## src/rtl/div_check_sched.sv

```systemverilog
// Round-robin scheduler sharing one serial modulo-DIVISOR residue engine among NREQ requesters.
// Words are fed MSB-first; the residue and divisibility flag go back to the granted requester.
`default_nettype none

module div_check_sched #(
  parameter int NREQ    = 4,
  parameter int WIDTH   = 8,
  parameter int DIVISOR = 5,
  localparam int RW     = (DIVISOR <= 2) ? 1 : $clog2(DIVISOR),
  localparam int IW     = (NREQ <= 2) ? 1 : $clog2(NREQ)
) (
  input  logic                  clk,
  input  logic                  reset,
  input  logic [NREQ-1:0]       req,
  input  logic [NREQ*WIDTH-1:0] req_data,
  output logic [NREQ-1:0]       gnt,
  output logic                  busy,
  output logic                  ser_bit,
  output logic                  done,
  output logic [IW-1:0]         done_id,
  output logic                  divisible,
  output logic [RW-1:0]         residue
);

  localparam int CW = (WIDTH <= 2) ? 1 : $clog2(WIDTH);

  localparam logic [1:0] S_IDLE  = 2'd0;
  localparam logic [1:0] S_SHIFT = 2'd1;
  localparam logic [1:0] S_DONE  = 2'd2;

  localparam logic [RW:0]   DIV_W    = (RW+1)'(DIVISOR);
  localparam logic [CW-1:0] CNT_LAST = CW'(WIDTH-1);
  localparam logic [IW-1:0] IDX_LAST = IW'(NREQ-1);

  logic [1:0]       state_q, state_d;
  logic [IW-1:0]    ptr_q, ptr_d;
  logic [IW-1:0]    sel_q, sel_d;
  logic [NREQ-1:0]  gnt_q, gnt_d;
  logic [WIDTH-1:0] shift_q, shift_d;
  logic [RW-1:0]    acc_q, acc_d;
  logic [CW-1:0]    cnt_q, cnt_d;
  logic [IW-1:0]    done_id_q, done_id_d;
  logic [RW-1:0]    residue_q, residue_d;
  logic             div_q, div_d;

  logic [WIDTH-1:0] word [NREQ];
  logic             found;
  logic [IW-1:0]    pick;
  logic [IW-1:0]    cand;
  int               idx;
  logic             bit_w;
  logic [RW:0]      dbl;
  logic [RW-1:0]    acc_next;

  for (genvar g = 0; g < NREQ; g++) begin : g_words
    assign word[g] = req_data[g*WIDTH +: WIDTH];
  end

  // First requesting index at or after ptr, wrapping modulo NREQ.
  always_comb begin
    found = 1'b0;
    pick  = '0;
    cand  = '0;
    idx   = 0;
    for (int k = 0; k < NREQ; k++) begin
      idx  = (int'(ptr_q) + k) % NREQ;
      cand = idx[IW-1:0];
      if (!found && req[cand]) begin
        found = 1'b1;
        pick  = cand;
      end
    end
  end

  assign bit_w    = shift_q[WIDTH-1];
  assign dbl      = {acc_q, bit_w};
  assign acc_next = (dbl >= DIV_W) ? RW'(dbl - DIV_W) : RW'(dbl);

  always_comb begin
    state_d   = state_q;
    ptr_d     = ptr_q;
    sel_d     = sel_q;
    gnt_d     = gnt_q;
    shift_d   = shift_q;
    acc_d     = acc_q;
    cnt_d     = cnt_q;
    done_id_d = done_id_q;
    residue_d = residue_q;
    div_d     = div_q;
    case (state_q)
      S_IDLE: begin
        if (found) begin
          sel_d   = pick;
          gnt_d   = NREQ'(1) << pick;
          shift_d = word[pick];
          acc_d   = '0;
          cnt_d   = '0;
          state_d = S_SHIFT;
        end
      end
      S_SHIFT: begin
        shift_d = shift_q << 1;
        acc_d   = acc_next;
        cnt_d   = cnt_q + 1'b1;
        if (cnt_q == CNT_LAST) begin
          state_d   = S_DONE;
          done_id_d = sel_q;
          residue_d = acc_next;
          div_d     = (acc_next == '0);
        end
      end
      S_DONE: begin
        gnt_d   = '0;
        ptr_d   = (sel_q == IDX_LAST) ? '0 : sel_q + 1'b1;
        state_d = S_IDLE;
      end
      default: begin
        gnt_d   = '0;
        state_d = S_IDLE;
      end
    endcase
  end

  always_ff @(posedge clk) begin
    if (!reset) begin
      state_q   <= S_IDLE;
      ptr_q     <= '0;
      sel_q     <= '0;
      gnt_q     <= '0;
      shift_q   <= '0;
      acc_q     <= '0;
      cnt_q     <= '0;
      done_id_q <= '0;
      residue_q <= '0;
      div_q     <= 1'b0;
    end else begin
      state_q   <= state_d;
      ptr_q     <= ptr_d;
      sel_q     <= sel_d;
      gnt_q     <= gnt_d;
      shift_q   <= shift_d;
      acc_q     <= acc_d;
      cnt_q     <= cnt_d;
      done_id_q <= done_id_d;
      residue_q <= residue_d;
      div_q     <= div_d;
    end
  end

  assign gnt       = gnt_q;
  assign busy      = (state_q != S_IDLE);
  assign ser_bit   = (state_q == S_SHIFT) ? bit_w : 1'b0;
  assign done      = (state_q == S_DONE);
  assign done_id   = done_id_q;
  assign residue   = residue_q;
  assign divisible = div_q;

endmodule

`default_nettype wire

```

## config.mk

```make
export PLATFORM = sky130hd
export DESIGN_NAME = div_check_sched
export DESIGN_NICKNAME = d
export VERILOG_FILES = /design/src/rtl/div_check_sched.sv
export SDC_FILE = /design/constraint.sdc
export NUM_CORES = 1
export LEC_CHECK = 0
export CORE_MARGIN = 2
export CORE_UTILIZATION = 41
export CTS_CLUSTER_SIZE = 40
export DETAILED_ROUTE_END_ITERATION = 10
export PLACE_DENSITY_LB_ADDON = 0.05
export SETUP_SLACK_MARGIN = 0.02
export SLEW_MARGIN = 10
export SYNTH_ARGS = -nofsm -noshare
export SYNTH_HDL_FRONTEND = slang
export SYNTH_SLANG_ARGS = --single-unit
```

## constraint.sdc

```tcl
create_clock -name clk -period 1.75 [get_ports clk]
set_input_delay 0.175 -clock clk [delete_from_list [all_inputs] [get_ports clk]]
set_output_delay 0.175 -clock clk [all_outputs]
set_load 0.02 [all_outputs]
```

Yosys cells after proc, flatten, opt, wreduce, memory -nomap -nowiden
Index checks and enable logic that the tools add are counted.
{"block": "word_totals", "ff_bits": 30, "latch_bits": 0, "mem_bits_rw": 0, "rom_bits": 0, "inputBits": 38, "out_inout_bits": 13, "wordCells": 78, "memories": 0}
{"block": "classes", "n_addsub": 6, "mul": 0, "div_mod_pow": 0, "order_cmp": 6, "n_eq_ne": 6, "n_shift": 1, "mux": 32, "n_bitwise": 2, "reduce_logical": 15}
{"op": "$mux 8", "n": 3}
{"op": "$bmux 8 s2", "n": 1}
{"op": "$pmux 8 s2", "n": 1}
{"op": "$mux 2", "n": 7}
{"op": "$lt 2x3->1 const B", "n": 4}
{"op": "$pmux 3 s2", "n": 2}
{"op": "$reduce_and 2->1", "n": 5}
{"op": "$mux 1", "n": 9}
{"op": "$bmux 1 s2", "n": 4}
{"op": "$pmux 4 s2", "n": 1}
{"op": "$mux 3", "n": 2}
{"op": "$add 2x1->2 const B", "n": 2}
{"op": "$add 2x2->2 const B", "n": 2}
{"op": "$eq 2x2->1 const B", "n": 2}
{"op": "$ge 4x3->1 const B", "n": 1}
{"op": "$mux 4", "n": 1}
{"op": "$ne 2x2->1 const B", "n": 2}
{"op": "$pmux 2 s2", "n": 1}
{"op": "$reduce_bool 2->1", "n": 2}
{"op": "$shl 1x2->4 const A", "n": 1}
{"op": "$add 3x1->3 const B", "n": 1}
{"op": "$eq 3x3->1 const B", "n": 1}
{"op": "$ge 3x3->1 const B", "n": 1}
{"op": "$logic_and 1x1->1", "n": 3}
{"op": "other kinds (7)", "n": 9}

Depth between registers and ports, before layout
Gate-level depths: netlist of run 1.
{"block": "depth", "ltp_word": 18, "ltp_mapped": 8}

Worst setup path before layout of run 1
No wires, ideal clock.
{"block": "synth_path", "kind": "reg-to-reg", "start": "reg ptr_q[0]", "end": "reg shift_q[3]", "setup_ns": 0.075, "t_arrival_ns": 1.546, "slack_ns": 0.129, "stages_incl_launch_ff": 7, "synth_period_minus_slack_ns": 1.621, "path_cell_list": "dfxtp_1 -> inv_1 -> a22o_1 -> a211oi_4 -> buf_4 -> mux2_2 -> o22ai_1"}
{"block": "synth_between", "elab_chain_cells": 18}
{"item": "from (decl)", "line_no": "36", "source": "logic [IW-1:0] ptr_q, ptr_d;"}
{"item": "from (signal assigned)", "line_no": "138", "source": "ptr_q <= ptr_d;"}
{"item": "branches (longest 18 deep; another with $add 2x1->2)"}
{"item": "to (signal assigned)", "line_no": "141", "source": "shift_q <= shift_d;"}
{"item": "to (decl)", "line_no": "39", "source": "logic [WIDTH-1:0] shift_q, shift_d;"}
Parallel ways; which one is timed is not known. The select of a mux whose other input is x is not followed.
A chain may end at the register's enable or synchronous reset.

Worst setup path in the final report of run 1
{"block": "layout_path", "start": "in req[2]", "end": "reg shift_q[2]"}
{"block": "layout_between", "elab_chain_cells": 18}
{"item": "from (decl)", "line_no": "14", "source": "input logic [NREQ-1:0] req,"}
{"item": "$bmux 1 s2", "line_no": "68", "source": "if (!found && req[cand]) begin"}
{"item": "$mux 1 (implied by the code)", "line_no": "68"}
{"item": "$mux 1", "line_no": "68"}
{"item": "$logic_not 1->1", "line_no": "68"}
{"item": "$logic_and 1x1->1", "line_no": "68"}
{"item": "$mux 1", "line_no": "68"}
{"item": "$logic_not 1->1", "line_no": "68"}
{"item": "$logic_and 1x1->1", "line_no": "68"}
{"item": "$mux 1", "line_no": "68"}
{"item": "$logic_not 1->1", "line_no": "68"}
{"item": "$logic_and 1x1->1", "line_no": "68"}
{"item": "$mux 2", "line_no": "68"}
{"item": "$not 2->3 (implied by the code)", "line_no": "95", "source": "shift_d = word[pick];"}
{"item": "$bmux 8 s2", "line_no": "95"}
{"item": "$mux 8 (implied by the code) (2 in a row)", "line_no": "95"}
{"item": "$mux 8", "line_no": "92", "source": "if (found) begin"}
{"item": "$pmux 8 s2", "line_no": "90", "source": "case (state_q)"}
Several ways; a longest one is shown, not always the timed one. The select of a mux whose other input is x is not followed.

==> impl_metrics.sql, run 1 <==
INSERT INTO impl_metrics (metric_group, metric, value, unit) VALUES
('worst_setup_path', 'cp_data_arrival_time', '1.87', 'ns'),
('logic_synthesis', 'yosysSeqAreaShare', '0.376', ''),
('pwr', 'reported_leakage_power', '1.04', 'nW'),
('floorplan', 'die-height', '66.5', 'um'),
('placed_design', 'io_buffers', '50', ''),
('worst_setup_path', 'timing.reg2reg.worst_path_depth', '7', ''),
('logic_synthesis', 'ys_seq_elements', '30', ''),
('routing', 'ant_nets', '0', ''),
('worst_setup_path', 'start_kind', 'input pin', ''),
('floorplan', 'fp.dieW', '66.5', 'um'),
('timing', 'timing.clock.skew', '0.00944', 'ns'),
('logic_synthesis', 'post_synth_instance_area', '1600', 'um2'),
('clock_tree', 'tritoncts', 'built', ''),
('timing', 'post-route-min-period', '1.67', 'ns'),
('worst_setup_path', 'ff2ff_setup_slack', '0.09', 'ns'),
('floorplan', 'core', '3720', 'um2'),
('placed_design', 'placement.setup.worst_slack', '-0.309', 'ns'),
('logic_synthesis', 'syn_avg_cell_area', '8.42', 'um2'),
('global_route', 'grt_pass1_vias', '1639', ''),
('routing', 'route.vias.total', '1625', ''),
('final_layout', 'filler_cell_count', '318', ''),
('timing', 'slew-limit-headroom', '0.755', ''),
('worst_setup_path', 'crit-reg2reg-capture', 'shift_q[2]$_SDFFE_PN0P_', ''),
('placed_design', 'gp_congestion', '0.809', ''),
('clock_tree', 'cts.path.max_buffers', '2', ''),
('timing', 'timing.fmax', '598', 'MHz'),
('final_layout', 'antenna_cells_inserted', '0', ''),
('global_route', 'grt_start_max_net_pins', '19', ''),
('floorplan', 'initial_core_util', '0.430', ''),
('worst_setup_path', 'crit-reg2reg-launch', 'ptr_q[0]$_SDFFE_PN0P_', ''),
('flow_run', 'max_cap_viol_count', '0', ''),
('timing', 'postLayoutSetupSlackWorst', '0.0772', 'ns'),
('placed_design', 'post-dp-hpwl', '3360', 'um'),
('worst_hold_path', 'min_delay_path_depth', '2', ''),
('routing', 'drt-pass1-iter-count', '6', ''),
('worst_setup_path', 'critical_path.max_fanout', '7', ''),
('timing', 'timing_worst_slew_pin_value', '0.366', 'ns'),
('floorplan', 'floorplan.die_area', '4420', 'um2'),
('floorplan', 'top_ports', '51', ''),
('timing', 'final_number_of_setup_violating_endpoints', '0', ''),
('final_layout', 'final_cell_mix', '44 x clkdlybuf4s50_1, 30 x dfxtp_1, 21 x nor2_1, 21 x nand2_1, 21 x buf_4', ''),
('final_layout', 'share_of_cells_above_drive_strength_1', '0.205', ''),
('timing', 'final_max_slew_viol_count', '0', ''),
('floorplan', 'num_rows', '22', ''),
('final_layout', 'synthToLayoutAreaGrowth', '58.5', '%'),
('worst_setup_path', 'critPathCaptureType', 'register', ''),
('status', 'status', 'finished clean', ''),
('clock_tree', 'htreeDepth', '2', ''),
('worst_hold_path', 'timing.hold.worst_endpoint', 'done_id[1]$_SDFFE_PN0P_', ''),
('global_route', 'number_of_antenna_violations_at_the_first_check_in_global_routing', '0', ''),
('timing', 'whs', '0.456', 'ns'),
('logic_synthesis', 'yosys_warnings', '0', ''),
('timing', 'min_period_over_period', '0.956', ''),
('final_layout', 'layout.cells.most_common', 'clkdlybuf4s50_1', ''),
('logic_synthesis', 'postSynthCellCount', '190', ''),
('final_layout', 'fin_util', '0.682', ''),
('final_layout', 'layout.nets', '305', ''),
('clock_tree', 'cts_hold_buf', '0', ''),
('routing', 'residual_drc_count', '0', ''),
('clock_tree', 'root_buffer', 'clkbuf_8', ''),
('global_route', 'track_usage', '0.210', ''),
('pwr', 'pwr_density_cell', '795', 'nW/um2'),
('routing', 'drt_first_iter_violations', '65', ''),
('clock_tree', 'cts.clk_slew.worst_paths', '0.07', 'ns'),
('timing', 'final.setup.tns', '0', 'ns'),
('clock_tree', 'tritoncts_num_sinks', '30', ''),
('logic_synthesis', 'synth.distinct_cells', '35', ''),
('logic_synthesis', 'net_count_of_the_mapped_netlist', '233', ''),
('worst_setup_path', 'cp_data_required_time', '1.95', 'ns'),
('clock_tree', 'numCtsBuffers', '5', ''),
('routing', 'avgViaCountPerCell', '5.23', ''),
('worst_hold_path', 'min_path_type', 'register to register', ''),
('routing', 'drt_wl_total', '4300', 'um'),
('pwr', 'ir_worst_vdd', '0.440', 'mV'),
('timing', 'hold_viol_final', '0', ''),
('routing', 'detail_route.wl_per_cell', '13.8', 'um'),
('clock_tree', 'worst_skew_pair.late_latency', '0.29', 'ns'),
('global_route', 'first_pass_grt_wire_length', '6930', 'um'),
('worst_hold_path', 'hold_path.startpoint', 'done_id[1]$_SDFFE_PN0P_', ''),
('timing', 'grt_setup_unrepaired', 'yes', ''),
('worst_setup_path', 'path_class', 'input pin to register', ''),
('global_route', 'overflow', '0', '');
-- cell families (layout without fill, tap and decap cells) --
kind of cell | after synthesis | after routing | synth area share
muxes | 24 | 24 | 0.156
AOI/OAI and AO/OA | 45 | 45 | 0.185
DFF | 30 | 30 | 0.376
xor gates and xnor gates | 1 | 1 | 0.00548
adders and majority gates | 5 | 5 | 0.0391
buffers and inverters | 18 | 91 | 0.0485
and+or+nand+nor | 67 | 67 | 0.189
-- sequential cells by signal, indices dropped and copies added, names as in the netlist, 3 cells and up --
name     cells
acc_q        3
cnt_q        3
shift_q      8
residue      3
gnt          4
-- worst max-delay path, cell delays in order --
cell and delay [ns]:
clkdlybuf4s50_1 0.54, nand2b_1 0.11, a21oi_2 0.21, a211oi_4 0.08, buf_4 0.15, clkbuf_16 0.14, and3_1 0.18, o41ai_2 0.27
-- timing repair --
item	in CTS	in global routing
gates resized for setup	4	10
pin swaps	0	2
endpoints found under the setup margin	4	13
setup buffers	0	1
endpoints found under the hold margin	0	0
gates cloned	0	1
-- layout make-up --
type                    count  area (um2)  share of cell area
multi-input cells         142         950               0.375
repair buffers             75         751               0.296
flip-flops and latches     30         601               0.237
clock buffers               6        82.6              0.0326
clock inverters             2        60.1              0.0237
well taps                  48        60.1              0.0237
inverters                   8        30.0              0.0119
-- per-layer routing --
metal | GRT usage | up-vias | wire (um)
met4 | 0.0791 | 0 | 82
li1 | - | 811 | -
met3 | 0.0439 | 9 | 192
met2 | 0.399 | 43 | 2250
met5 | 0 | - | 0
met1 | 0.223 | 762 | 1770
-- power breakdown --
part	switching (mW)	internal (mW)	total, mW
Sequential	0.0232	0.717	0.740
Combinational	0.167	0.226	0.393
Clock	0.274	0.607	0.882
Total	0.465	1.55	2.02
-- per-stage QoR --
| stage | instance area (um2) | power (mW) | instances |
|---|---|---|---|
| final | 2530 | 2.02 | 311 |
| after global routing | 2530 | 2.09 | 311 |
| after CTS | 2480 | 2.00 | 309 |
| after detailed placement | 2330 | 1.13 | 301 |
| after global placement | 2330 | 1.12 | 301 |
| after floorplan | 1600 | 0.934 | 190 |
-- how the worst max path moves through the flow --
stage	end	from	slack (ns)	cells past startpoint
2_1_floorplan	shift_q[3]$_SDFFE_PN0P_	ptr_q[0]$_SDFFE_PN0P_	0.13	6
3_5_place_dp	shift_q[4]$_SDFFE_PN0P_	req[0]	-0.31	8
4_1_cts	divisible$_SDFFE_PN0P_	acc_q[0]$_SDFFE_PN0P_	0.03	8
6_report	shift_q[2]$_SDFFE_PN0P_	req[2]	0.08	8
3_3_place_gp	shift_q[0]$_SDFFE_PN0P_	req[3]	-0.20	7
5_1_grt	shift_q[5]$_SDFFE_PN0P_	ptr_q[0]$_SDFFE_PN0P_	0.007	8
-- cells in the mapped netlist (all sizes together) --
library cell   n  area (um2)
xnor2          1        8.76
clkinv         1        3.75
nor4           1        6.26
o22ai          4        25.0
nand2b         4        25.0
a32oi          1        8.76
o221ai         1        8.76
nand4          1        6.26
o41ai          2        32.5
nor3b          1        7.51
nor2          21        78.8
nor3           4        20.0
and2           2        12.5
and3           2        12.5
nand2         21        78.8
mux2i         16         160
nand3          6        30.0
o21ai          6        30.0
inv            7        26.3
mux2           8        90.1
clkbuf         6        22.5
a21o           1        7.51
or2            2        12.5
buf            4        25.0
dfxtp         30         601
a22oi          5        37.5
a21oi         22         110
nor2b          2        12.5
a211oi         2        27.5
a22o           1        8.76
ha             5        62.6
Power figures use the tool's default switching activity.
==> run 2: changes to the inputs <==
Settings changed: PLACE_DENSITY from default to 0.74, PLACE_DENSITY_LB_ADDON 0.05 to default.
==> run 2 against run 1 <==
Against the previous run: combinational power is 2% lower; die area did not move; cell count is 1.3% higher; largest power group is now registers; register-to-register slack barely moved; global-route usage shrank 0.96 points.
==> impl_metrics.sql, run 2 (synthesized netlist as in run 1, its figures left out) <==
INSERT INTO impl_metrics (metric_group, metric, value, unit) VALUES
('placed_design', 'io_buffers', '50', ''),
('timing', 'postLayoutSetupSlackWorst', '0.0841', 'ns'),
('global_route', 'grt_start_max_net_pins', '13', ''),
('floorplan', 'floorplan.die_area', '4420', 'um2'),
('final_layout', 'final_cell_mix', '45 x clkdlybuf4s50_1, 30 x dfxtp_1, 26 x buf_4', ''),
('final_layout', 'final_cell_count_no_fill', '315', ''),
('global_route', 'overflow', '0', ''),
('worst_hold_path', 'hold_path.startpoint', 'done_id[1]$_SDFFE_PN0P_', ''),
('final_layout', 'max_flop_register', 'shift_q', ''),
('pwr', 'reported_leakage_power', '1.03', 'nW'),
('final_layout', 'largest_register_ff_count', '8', ''),
('routing', 'drt-pass1-iter-count', '4', ''),
('worst_hold_path', 'min_delay_path_depth', '2', ''),
('worst_setup_path', 'crit_path_cell_trace', 'clkdlybuf4s50_1 -> inv_2 -> a22o_1 -> a211oi_4 -> buf_6 -> mux2_2 -> o22ai_1', ''),
('final_layout', 'layout.cell_area.non_filler', '2480', 'um2'),
('global_route', 'first_pass_grt_wire_length', '6870', 'um'),
('pwr', 'pwr_density_cell', '668', 'nW/um2'),
('worst_setup_path', 'cpPeakStageDelay', '0.50', 'ns'),
('pwr', 'total_switching_power', '0.417', 'mW'),
('placed_design', 'gp_congestion', '0.726', ''),
('timing', 'slew-limit-headroom', '0.765', ''),
('global_route', 'track_usage', '0.200', ''),
('floorplan', 'die-height', '66.5', 'um'),
('pwr', 'fraction_of_power_spent_switching_nets', '0.251', ''),
('routing', 'drt_first_iter_violations', '45', ''),
('worst_setup_path', 'crit-reg2reg-launch', 'ptr_q[0]$_SDFFE_PN0P_', ''),
('worst_setup_path', 'critical_path.max_fanout', '6', ''),
('worst_setup_path', 'bufs_and_invs_on_worst_path', '3', ''),
('final_layout', 'multi_input_comb_area', '948', 'um2'),
('timing', 'timing.fmax', '600', 'MHz'),
('final_layout', 'layout.nets', '311', ''),
('floorplan', 'num_rows', '22', ''),
('clock_tree', 'cts.path.max_buffers', '2', ''),
('status', 'status', 'finished clean', ''),
('clock_tree', 'cts_hold_buf', '0', ''),
('floorplan', 'top_ports', '51', ''),
('timing', 'final.setup.tns', '0', 'ns'),
('final_layout', 'filler_cell_count', '321', ''),
('placed_design', 'detailed_place.area', '2340', 'um2'),
('timing', 'whs', '0.455', 'ns'),
('flow_run', 'max_cap_viol_count', '0', ''),
('floorplan', 'fp.dieW', '66.5', 'um'),
('global_route', 'grt_pass1_vias', '1609', ''),
('routing', 'drt_wl_total', '4160', 'um'),
('routing', 'ant_nets', '0', ''),
('timing', 'post-route-min-period', '1.67', 'ns'),
('pwr', 'seqPwrFrac', '0.447', ''),
('final_layout', 'layout.cells.most_common', 'clkdlybuf4s50_1', ''),
('clock_tree', 'tritoncts_num_sinks', '30', ''),
('worst_setup_path', 'timing.reg2reg.worst_path_depth', '8', ''),
('worst_setup_path', 'ff2ff_setup_slack', '0.10', 'ns'),
('final_layout', 'share_of_cells_above_drive_strength_1', '0.217', ''),
('placed_design', 'placement.setup.worst_slack', '-0.256', 'ns'),
('worst_setup_path', 'cp_data_arrival_time', '1.87', 'ns'),
('worst_hold_path', 'timing.hold.worst_endpoint', 'done_id[1]$_SDFFE_PN0P_', ''),
('final_layout', 'antenna_cells_inserted', '0', ''),
('worst_setup_path', 'start_kind', 'input pin', ''),
('timing', 'final_number_of_setup_violating_endpoints', '0', ''),
('final_layout', 'synthToLayoutAreaGrowth', '55.4', '%'),
('worst_setup_path', 'crit_slowest_cell', 'clkdlybuf4s50_1', ''),
('global_route', 'number_of_antenna_violations_at_the_first_check_in_global_routing', '0', ''),
('final_layout', 'sequential_cell_area', '601', 'um2'),
('timing', 'hold_viol_final', '0', ''),
('placed_design', 'number_of_placed_instances_taps_included', '306', ''),
('worst_setup_path', 'critPathCaptureType', 'register', ''),
('timing', 'final_max_slew_viol_count', '0', ''),
('worst_hold_path', 'min_path_type', 'register to register', ''),
('clock_tree', 'root_buffer', 'clkbuf_8', ''),
('pwr', 'p_clk_frac', '0.321', ''),
('worst_setup_path', 'path_class', 'input pin to register', ''),
('pwr', 'p_int', '1.24', 'mW'),
('clock_tree', 'numCtsBuffers', '5', ''),
('clock_tree', 'cts.clk_slew.worst_paths', '0.06', 'ns'),
('timing', 'timing.clock.skew', '0.00823', 'ns'),
('timing', 'timing_worst_slew_pin_value', '0.349', 'ns'),
('placed_design', 'post-dp-hpwl', '3100', 'um'),
('worst_setup_path', 'critical_path.startpoint', 'req[3]', ''),
('pwr', 'power.combinational.fraction', '0.232', ''),
('timing', 'min_period_over_period', '0.952', ''),
('floorplan', 'initial_core_util', '0.430', ''),
('worst_setup_path', 'cp_top_family', 'buffers and inverters', ''),
('routing', 'route.vias.total', '1642', ''),
('routing', 'avgViaCountPerCell', '5.21', ''),
('worst_setup_path', 'cp_data_required_time', '1.96', 'ns'),
('clock_tree', 'worst_skew_pair.late_latency', '0.28', 'ns'),
('clock_tree', 'tritoncts', 'built', ''),
('routing', 'detail_route.wl_per_cell', '13.2', 'um'),
('pwr', 'ir_worst_vdd', '0.564', 'mV'),
('routing', 'residual_drc_count', '0', ''),
('timing', 'grt_setup_unrepaired', 'no', ''),
('worst_setup_path', 'crit-reg2reg-capture', 'shift_q[4]$_SDFFE_PN0P_', ''),
('clock_tree', 'htreeDepth', '2', ''),
('floorplan', 'core', '3720', 'um2');
==> run 2: changes by cell type in the layout (fill, tap and decap cells not counted), sizes merged <==
| cell | previous run | this run |
|---|---|---|
| bufinv | 2 | 0 |
| buf | 24 | 31 |
| clkdlybuf4s50 | 44 | 45 |
| dlygate4sd2 | 2 | 1 |
| clkbuf | 7 | 6 |
==> run 2: what timing repair did <==
item                       in CTS  in global routing
cloned                          0                  1
setup endpoints to repair       1                 15
pin swaps                       0                  3
buffers inserted                0                  2
resized for setup               1                 15
==> run 2: layout make-up <==
type                       instances  area share
clock buffer                       6      0.0332
inverter                           8      0.0121
multi-input combinational        142       0.382
sequential                        30       0.242
tap                               48      0.0242
timing repair buffer              81       0.307
==> run 2: per-stage QoR <==
step	total power, mW	utilization
floorplan	0.934	-
CTS	1.66	0.651
finish	1.66	0.669
global route	1.74	0.669
detailed placement	1.12	0.629
global placement	1.12	0.629
==> run 2: power groups by stage <==
| stage | Combinational, mW | Sequential, mW | Clock, mW |
|---|---|---|---|
| 4_1_cts | 0.371 | 0.740 | 0.545 |
| 3_3_place_gp | 0.363 | 0.754 | 0 |
| 2_1_floorplan | 0.179 | 0.755 | 0 |
| 5_1_grt | 0.421 | 0.745 | 0.578 |
| 6_report | 0.385 | 0.741 | 0.533 |
| 3_5_place_dp | 0.368 | 0.754 | 0 |
==> run 2: how the worst max path moves through the flow <==
stage	to	slack, ns	cells after the start
floorplan	shift_q[3]$_SDFFE_PN0P_	0.13	6
global placement	shift_q[3]$_SDFFE_PN0P_	-0.23	8
detailed placement	shift_q[3]$_SDFFE_PN0P_	-0.26	8
CTS	shift_q[2]$_SDFFE_PN0P_	0.03	8
global route	shift_q[4]$_SDFFE_PN0P_	0.004	8
finish	shift_q[3]$_SDFFE_PN0P_	0.08	7
==> run 2: per-layer routing <==
metal  global-route usage  up-vias  wire, um
li1                     -      819         -
met1                0.248      768      1930
met2                0.339       48      1930
met3               0.0490        7       258
met4               0.0638        0        42
met5                    0        -         0
==> run 2: worst reg2reg max path, stage by stage, from the launching register on <==
cell      delay [ns]
dfxtp_1         0.31
nand2b_1        0.17
a21oi_2         0.19
a21oi_2         0.05
buf_4           0.15
buf_4           0.15
mux2i_1         0.11
and3_1          0.18
o41ai_2         0.25
==> run 3: changes to the inputs <==
==> constraint.sdc (replaced) <==
create_clock -name clk -period 1.75 [get_ports clk]
set_input_delay 0.2625 -clock clk [delete_from_list [all_inputs] [get_ports clk]]
set_output_delay 0.2625 -clock clk [all_outputs]
set_load 0.02 [all_outputs]
==> run 3 against run 2 <==
Against the previous run: die area unchanged; clock skew is 0.0014 ns lower; worst hold slack improved by 0.00065 ns; cell area increased by 1.7%; largest cell class unchanged; critical path depth stayed put.
==> impl_metrics.sql, run 3 (synthesized netlist as in run 1, its figures left out) <==
INSERT INTO impl_metrics (metric_group, metric, value, unit) VALUES
('status', 'status', 'finished clean', ''),
('timing', 'final.setup.tns', '0', 'ns'),
('routing', 'drt-pass1-iter-count', '4', ''),
('timing', 'slew-limit-headroom', '0.768', ''),
('routing', 'detail_route.wl_per_cell', '13.4', 'um'),
('pwr', 'reported_leakage_power', '1.03', 'nW'),
('worst_setup_path', 'start_kind', 'register', ''),
('worst_setup_path', 'cp_top_family', 'compound AO/OA/AOI/OAI gates', ''),
('placed_design', 'post-dp-hpwl', '3110', 'um'),
('timing', 'timing_worst_slew_pin_value', '0.345', 'ns'),
('clock_tree', 'tritoncts_num_sinks', '30', ''),
('global_route', 'grt_pass1_vias', '1599', ''),
('floorplan', 'core', '3720', 'um2'),
('pwr', 'pwr_density_cell', '661', 'nW/um2'),
('worst_setup_path', 'critPathCaptureType', 'register', ''),
('pwr', 'post-layout-total-power', '1.67', 'mW'),
('routing', 'drt_first_iter_violations', '56', ''),
('pwr', 'ir_worst_vdd', '0.500', 'mV'),
('clock_tree', 'worst_skew_pair.late_latency', '0.28', 'ns'),
('clock_tree', 'cts.clk_slew.worst_paths', '0.06', 'ns'),
('floorplan', 'num_rows', '22', ''),
('clock_tree', 'htreeDepth', '2', ''),
('worst_setup_path', 'cp_data_required_time', '1.95', 'ns'),
('worst_setup_path', 'crit-reg2reg-capture', 'shift_q[3]$_SDFFE_PN0P_', ''),
('final_layout', 'antenna_cells_inserted', '0', ''),
('clock_tree', 'root_buffer', 'clkbuf_8', ''),
('worst_hold_path', 'min_path_type', 'register to register', ''),
('final_layout', 'final_cell_count_no_fill', '319', ''),
('global_route', 'grt_start_max_net_pins', '12', ''),
('worst_hold_path', 'timing.hold.worst_endpoint', 'done_id[1]$_SDFFE_PN0P_', ''),
('worst_setup_path', 'crit_slowest_cell', 'mux2_2', ''),
('global_route', 'number_of_antenna_violations_at_the_first_check_in_global_routing', '0', ''),
('worst_setup_path', 'path_class', 'register to register', ''),
('global_route', 'track_usage', '0.203', ''),
('final_layout', 'largest_register_ff_count', '8', ''),
('timing', 'final_max_slew_viol_count', '0', ''),
('floorplan', 'die-height', '66.5', 'um'),
('worst_setup_path', 'cp_data_arrival_time', '1.85', 'ns'),
('floorplan', 'fp.dieW', '66.5', 'um'),
('flow_run', 'max_cap_viol_count', '0', ''),
('worst_setup_path', 'bufs_and_invs_on_worst_path', '3', ''),
('final_layout', 'layout.cells.most_common', 'clkdlybuf4s50_1', ''),
('timing', 'final_number_of_setup_violating_endpoints', '0', ''),
('clock_tree', 'numCtsBuffers', '5', ''),
('timing', 'min_period_over_period', '0.940', ''),
('worst_setup_path', 'crit-reg2reg-launch', 'ptr_q[0]$_SDFFE_PN0P_', ''),
('worst_hold_path', 'min_delay_path_depth', '2', ''),
('routing', 'avgViaCountPerCell', '5.23', ''),
('placed_design', 'number_of_placed_instances_taps_included', '306', ''),
('global_route', 'overflow', '0', ''),
('final_layout', 'final_cell_mix', '43 x clkdlybuf4s50_1, 29 x buf_4, 28 x dfxtp_1', ''),
('global_route', 'first_pass_grt_wire_length', '6910', 'um'),
('worst_setup_path', 'crit_path_cell_trace', 'inv_1 -> a22o_1 -> a211oi_4 -> buf_6 -> buf_12 -> mux2_2 -> o22ai_1', ''),
('clock_tree', 'cts.path.max_buffers', '2', ''),
('worst_hold_path', 'hold_path.startpoint', 'done_id[1]$_SDFFE_PN0P_', ''),
('routing', 'ant_nets', '0', ''),
('floorplan', 'top_ports', '51', ''),
('final_layout', 'share_of_cells_above_drive_strength_1', '0.236', ''),
('floorplan', 'initial_core_util', '0.430', ''),
('floorplan', 'floorplan.die_area', '4420', 'um2'),
('timing', 'hold_viol_final', '0', ''),
('routing', 'residual_drc_count', '0', ''),
('clock_tree', 'tritoncts', 'built', ''),
('worst_setup_path', 'critical_path.max_fanout', '4', ''),
('worst_setup_path', 'ff2ff_setup_slack', '0.10', 'ns'),
('timing', 'timing.fmax', '608', 'MHz'),
('final_layout', 'max_flop_register', 'shift_q', ''),
('timing', 'timing.clock.skew', '0.00683', 'ns'),
('final_layout', 'filler_cell_count', '307', ''),
('final_layout', 'layout.nets', '315', ''),
('final_layout', 'synthToLayoutAreaGrowth', '58.1', '%'),
('worst_setup_path', 'cpPeakStageDelay', '0.33', 'ns'),
('placed_design', 'io_buffers', '50', ''),
('worst_setup_path', 'timing.reg2reg.worst_path_depth', '7', ''),
('timing', 'grt_setup_unrepaired', 'no', ''),
('placed_design', 'gp_congestion', '0.727', ''),
('routing', 'route.vias.total', '1667', ''),
('clock_tree', 'cts_hold_buf', '0', ''),
('routing', 'drt_wl_total', '4280', 'um'),
('timing', 'post-route-min-period', '1.65', 'ns');
-- run 3: cell types whose count changed in the layout (fill, tap and decap cells not counted), sizes merged --
| cell | change |
|---|---|
| dlygate4sd2 | +5 |
| buf | +3 |
| clkdlybuf4s50 | -2 |
| clkbuf | +1 |
| dlymetal6s2s | -3 |
-- run 3: worst min-delay path, cell delays in order, from the launching register on --
cell     delay (ns)
dfxtp_1        0.31
nand2_1        0.05
a21oi_1        0.05
-- run 3: stage by stage --
step | worst slack [ns] | util | hold WS, ns | cell area, um2
after CTS | 0.0441 | 0.668 | 0.459 | 2480
after floorplan | 0.129 | - | 0.444 | 1600
final | 0.104 | 0.680 | 0.455 | 2530
after detailed placement | -0.360 | 0.629 | 0.450 | 2340
after global routing | 0.0206 | 0.680 | 0.473 | 2530
after global placement | -0.316 | 0.629 | 0.450 | 2340
-- run 3: how the worst max path moves through the flow --
stage / startpoint / end / slack, ns / depth (start not counted)
floorplan: ptr_q[0]$_SDFFE_PN0P_ / shift_q[3]$_SDFFE_PN0P_ / 0.13 / 6
global placement: req[0] / shift_q[3]$_SDFFE_PN0P_ / -0.32 / 8
detailed placement: req[0] / shift_q[2]$_SDFFE_PN0P_ / -0.36 / 7
CTS: req[2] / gnt[2]$_SDFFE_PN0P_ / 0.04 / 8
global route: ptr_q[0]$_SDFFE_PN0P_ / shift_q[6]$_SDFFE_PN0P_ / 0.02 / 7
finish: ptr_q[0]$_SDFFE_PN0P_ / shift_q[3]$_SDFFE_PN0P_ / 0.10 / 7
-- run 3: timing repair --
| action | in CTS | in global routing |
|---|---|---|
| gates resized for setup | 10 | 9 |
| setup endpoints to repair | 10 | 18 |
| pin swaps | 2 | 3 |
| buffers inserted | 5 | 2 |
| endpoints found under the hold margin | 0 | 0 |
-- run 3: layer usage --
metal,global-route usage,vias up,wire length (um)
met4,0.0459,0,36
met1,0.247,782,1910
met5,0,-,0
li1,-,831,-
met2,0.353,47,2080
met3,0.0608,7,257
-- run 3: report_power, final --
group	internal [mW]	switching, mW	leakage, nW
Clock	0.302	0.226	0.0431
Combinational	0.231	0.169	0.746
Sequential	0.718	0.0236	0.246
-- run 3: layout make-up --
class	instances	area (um2)	share of cell area
Tap cell	48	60.1	0.0238
Multi-Input combinational cell	142	951	0.376
Sequential cell	30	603	0.239
Clock buffer	6	82.6	0.0327
Inverter	8	30.0	0.0119
Timing Repair Buffer	85	801	0.317
==> patch, RTL diff (settings of run 2) <==
Change the parameter `NREQ` from 4 to 8.
--- a/src/rtl/div_check_sched.sv
+++ b/src/rtl/div_check_sched.sv
@@ -3,7 +3,7 @@
 `default_nettype none
 
 module div_check_sched #(
-  parameter int NREQ    = 4,
+  parameter int NREQ    = 8,
   parameter int WIDTH   = 8,
   parameter int DIVISOR = 5,
   localparam int RW     = (DIVISOR <= 2) ? 1 : $clog2(DIVISOR),
Ports: changed (resized done_id, gnt, req and req_data); port bits go from 51 to 92. The function was not compared with the original's and may differ.
==> patch against run 2 <==
The flow now finishes with violations (negative setup slack); setup slack worse by 1.5 ns; routed wire length grew to 2.6 times the old value; maximum frequency is 48% lower; worst hold slack worse by 0.0029 ns; area after synthesis is 95% higher; count of clock-buffer cells in the layout stayed put; global-route usage is 4.8 points higher; sequential cell count is 7 higher; total power is 58% higher; final area is 110% higher.
==> patch: results (changes against run 2) <==
PLACEMENT.SETUP.WORST_SLACK_NS=-1.57  # -1.31 ns
NETS=611  # +96%
POWER.IR.VDD_WORST_V=0.000544  # -3.6%
POST_DP_CELL_AREA_UM2=4590  # +96%
FIN_TNS_SETUP_NS=-31.96  # -31.96 ns
HPWLAFTERDP_MM=7.74  # +150%
GRT_PASS1_VIAS=3316  # +110%
TIMING.FINAL.SETUP_VIOLATIONS=26  # +26
CRIT_PATH_ARRIVAL_TIME_NS=3.43  # +1.56 ns
POST-ROUTE-CELL-AREA_UM2=5160  # +110%
LARGEST_NET_DEGREE_AT_THE_START_OF_GLOBAL_ROUTING=30  # +17
VIOLATIONS='negative setup slack'
DR_TOTAL_VIAS=3481  # +110%
PATH_DELAY_FAMILY='compound AO/OA/AOI/OAI gates'
ROUTEDWLPERCELL_UM=17.4  # +32%
GRT.MET2_USAGE_PCT=40.7  # +6.8 points
POST-ROUTE-WORST-SETUP-SLACK_NS=-1.45  # -1.53 ns
WORST_SLEW_MARGIN_REL_PCT=77.5  # +1.0 points
MAXIMUM_CLOCK_SKEW_AT_FINAL_LAYOUT_NS=0.00652  # -0.00171 ns
CELLLEAKAGEPOWER_nW=2.09  # +100%
POST_SYNTH_MAIN_AREA_CONTRIBUTORS='sky130_fd_sc_hd__dfxtp_1, sky130_fd_sc_hd__mux2i_1, sky130_fd_sc_hd__mux4_2, sky130_fd_sc_hd__nand2_1, sky130_fd_sc_hd__nor2_1'
RUN_STATUS='finished, violations left'
POST_ROUTE_CELLS_DRIVE_ABOVE_1_SHARE_PCT=31.9  # +10 points
DETAILEDROUTE.FIRSTITERATIONVIOLATIONS=204  # +350%
FILLERS=551  # +72%
MET3_WIRELENGTH_UM=794  # +210%
WIRE_LENGTH_OF_THE_FIRST_GLOBAL_ROUTING_PASS_MM=16.7  # +140%
DP.CELLS=595  # +94%
SEQ_AREA_FRAC_SYNTH_PCT=23.8  # -14 points
MET1_LENGTH_MM=4.66  # +140%
YOSYSUNIQUECELLTYPES=62  # +77%
CRITPATHMAXFANOUT=9  # +3
YOSYS-TOP-CELLS-COUNT='sky130_fd_sc_hd__nand2_1, sky130_fd_sc_hd__mux2i_1, sky130_fd_sc_hd__nor2_1'
-- patch: changes by cell type after synthesis, sizes merged, moves of 4 or more --
cell / run 2 / this run
nand2: 21 / 53
mux2i: 16 / 44
nor2: 21 / 39
buf: 4 / 15
mux4: 0 / 11
a22oi: 5 / 13
dfxtp: 30 / 37
o211ai: 0 / 7
a31oi: 0 / 5
clkbuf: 6 / 11
inv: 7 / 12
a21oi: 22 / 26
o21ai: 6 / 10
-- patch: final cells by class --
cell class,count,share of cell area (%)
tap,99,2.40
timing repair buffer,185,34.5
clock inverter,2,0.751
clock buffer,6,1.41
sequential,37,14.4
multi-input combinational,288,45.6
inverter,12,0.969
-- patch: path summary, 6_finish.rpt --
path                                from    endpoint  slack [ns]  cells past startpoint
worst max-delay path            ptr_q[0]  shift_q[4]       -1.45                     15
worst min-delay path              gnt[0]      gnt[0]        0.45                      2
worst max register to register  ptr_q[0]  shift_q[4]       -1.45                     15
worst min register to register    gnt[0]      gnt[0]        0.45                      2
-- patch: kinds of logic after synthesis --
| kind of cell | Yosys count | synth area share [%] |
|---|---|---|
| buffers and inverters | 38 | 7.60 |
| flip-flops | 37 | 23.8 |
| multiplexers | 66 | 26.5 |
| AND/OR/NAND/NOR | 125 | 18.1 |
| AO/OA/AOI/OAI | 85 | 19.4 |
| XOR/XNOR | 4 | 1.37 |
| adder cells (fa/ha/maj) | 8 | 3.22 |
-- patch: report_power, final --
| part | internal (W) | total [W] | switching (W) |
|---|---|---|---|
| Sequential | 0.000882 | 0.000910 | 0.0000275 |
| Clock | 0.000428 | 0.000752 | 0.000324 |
| Combinational | 0.000543 | 0.000953 | 0.000410 |
| Total | 0.00185 | 0.00262 | 0.000762 |
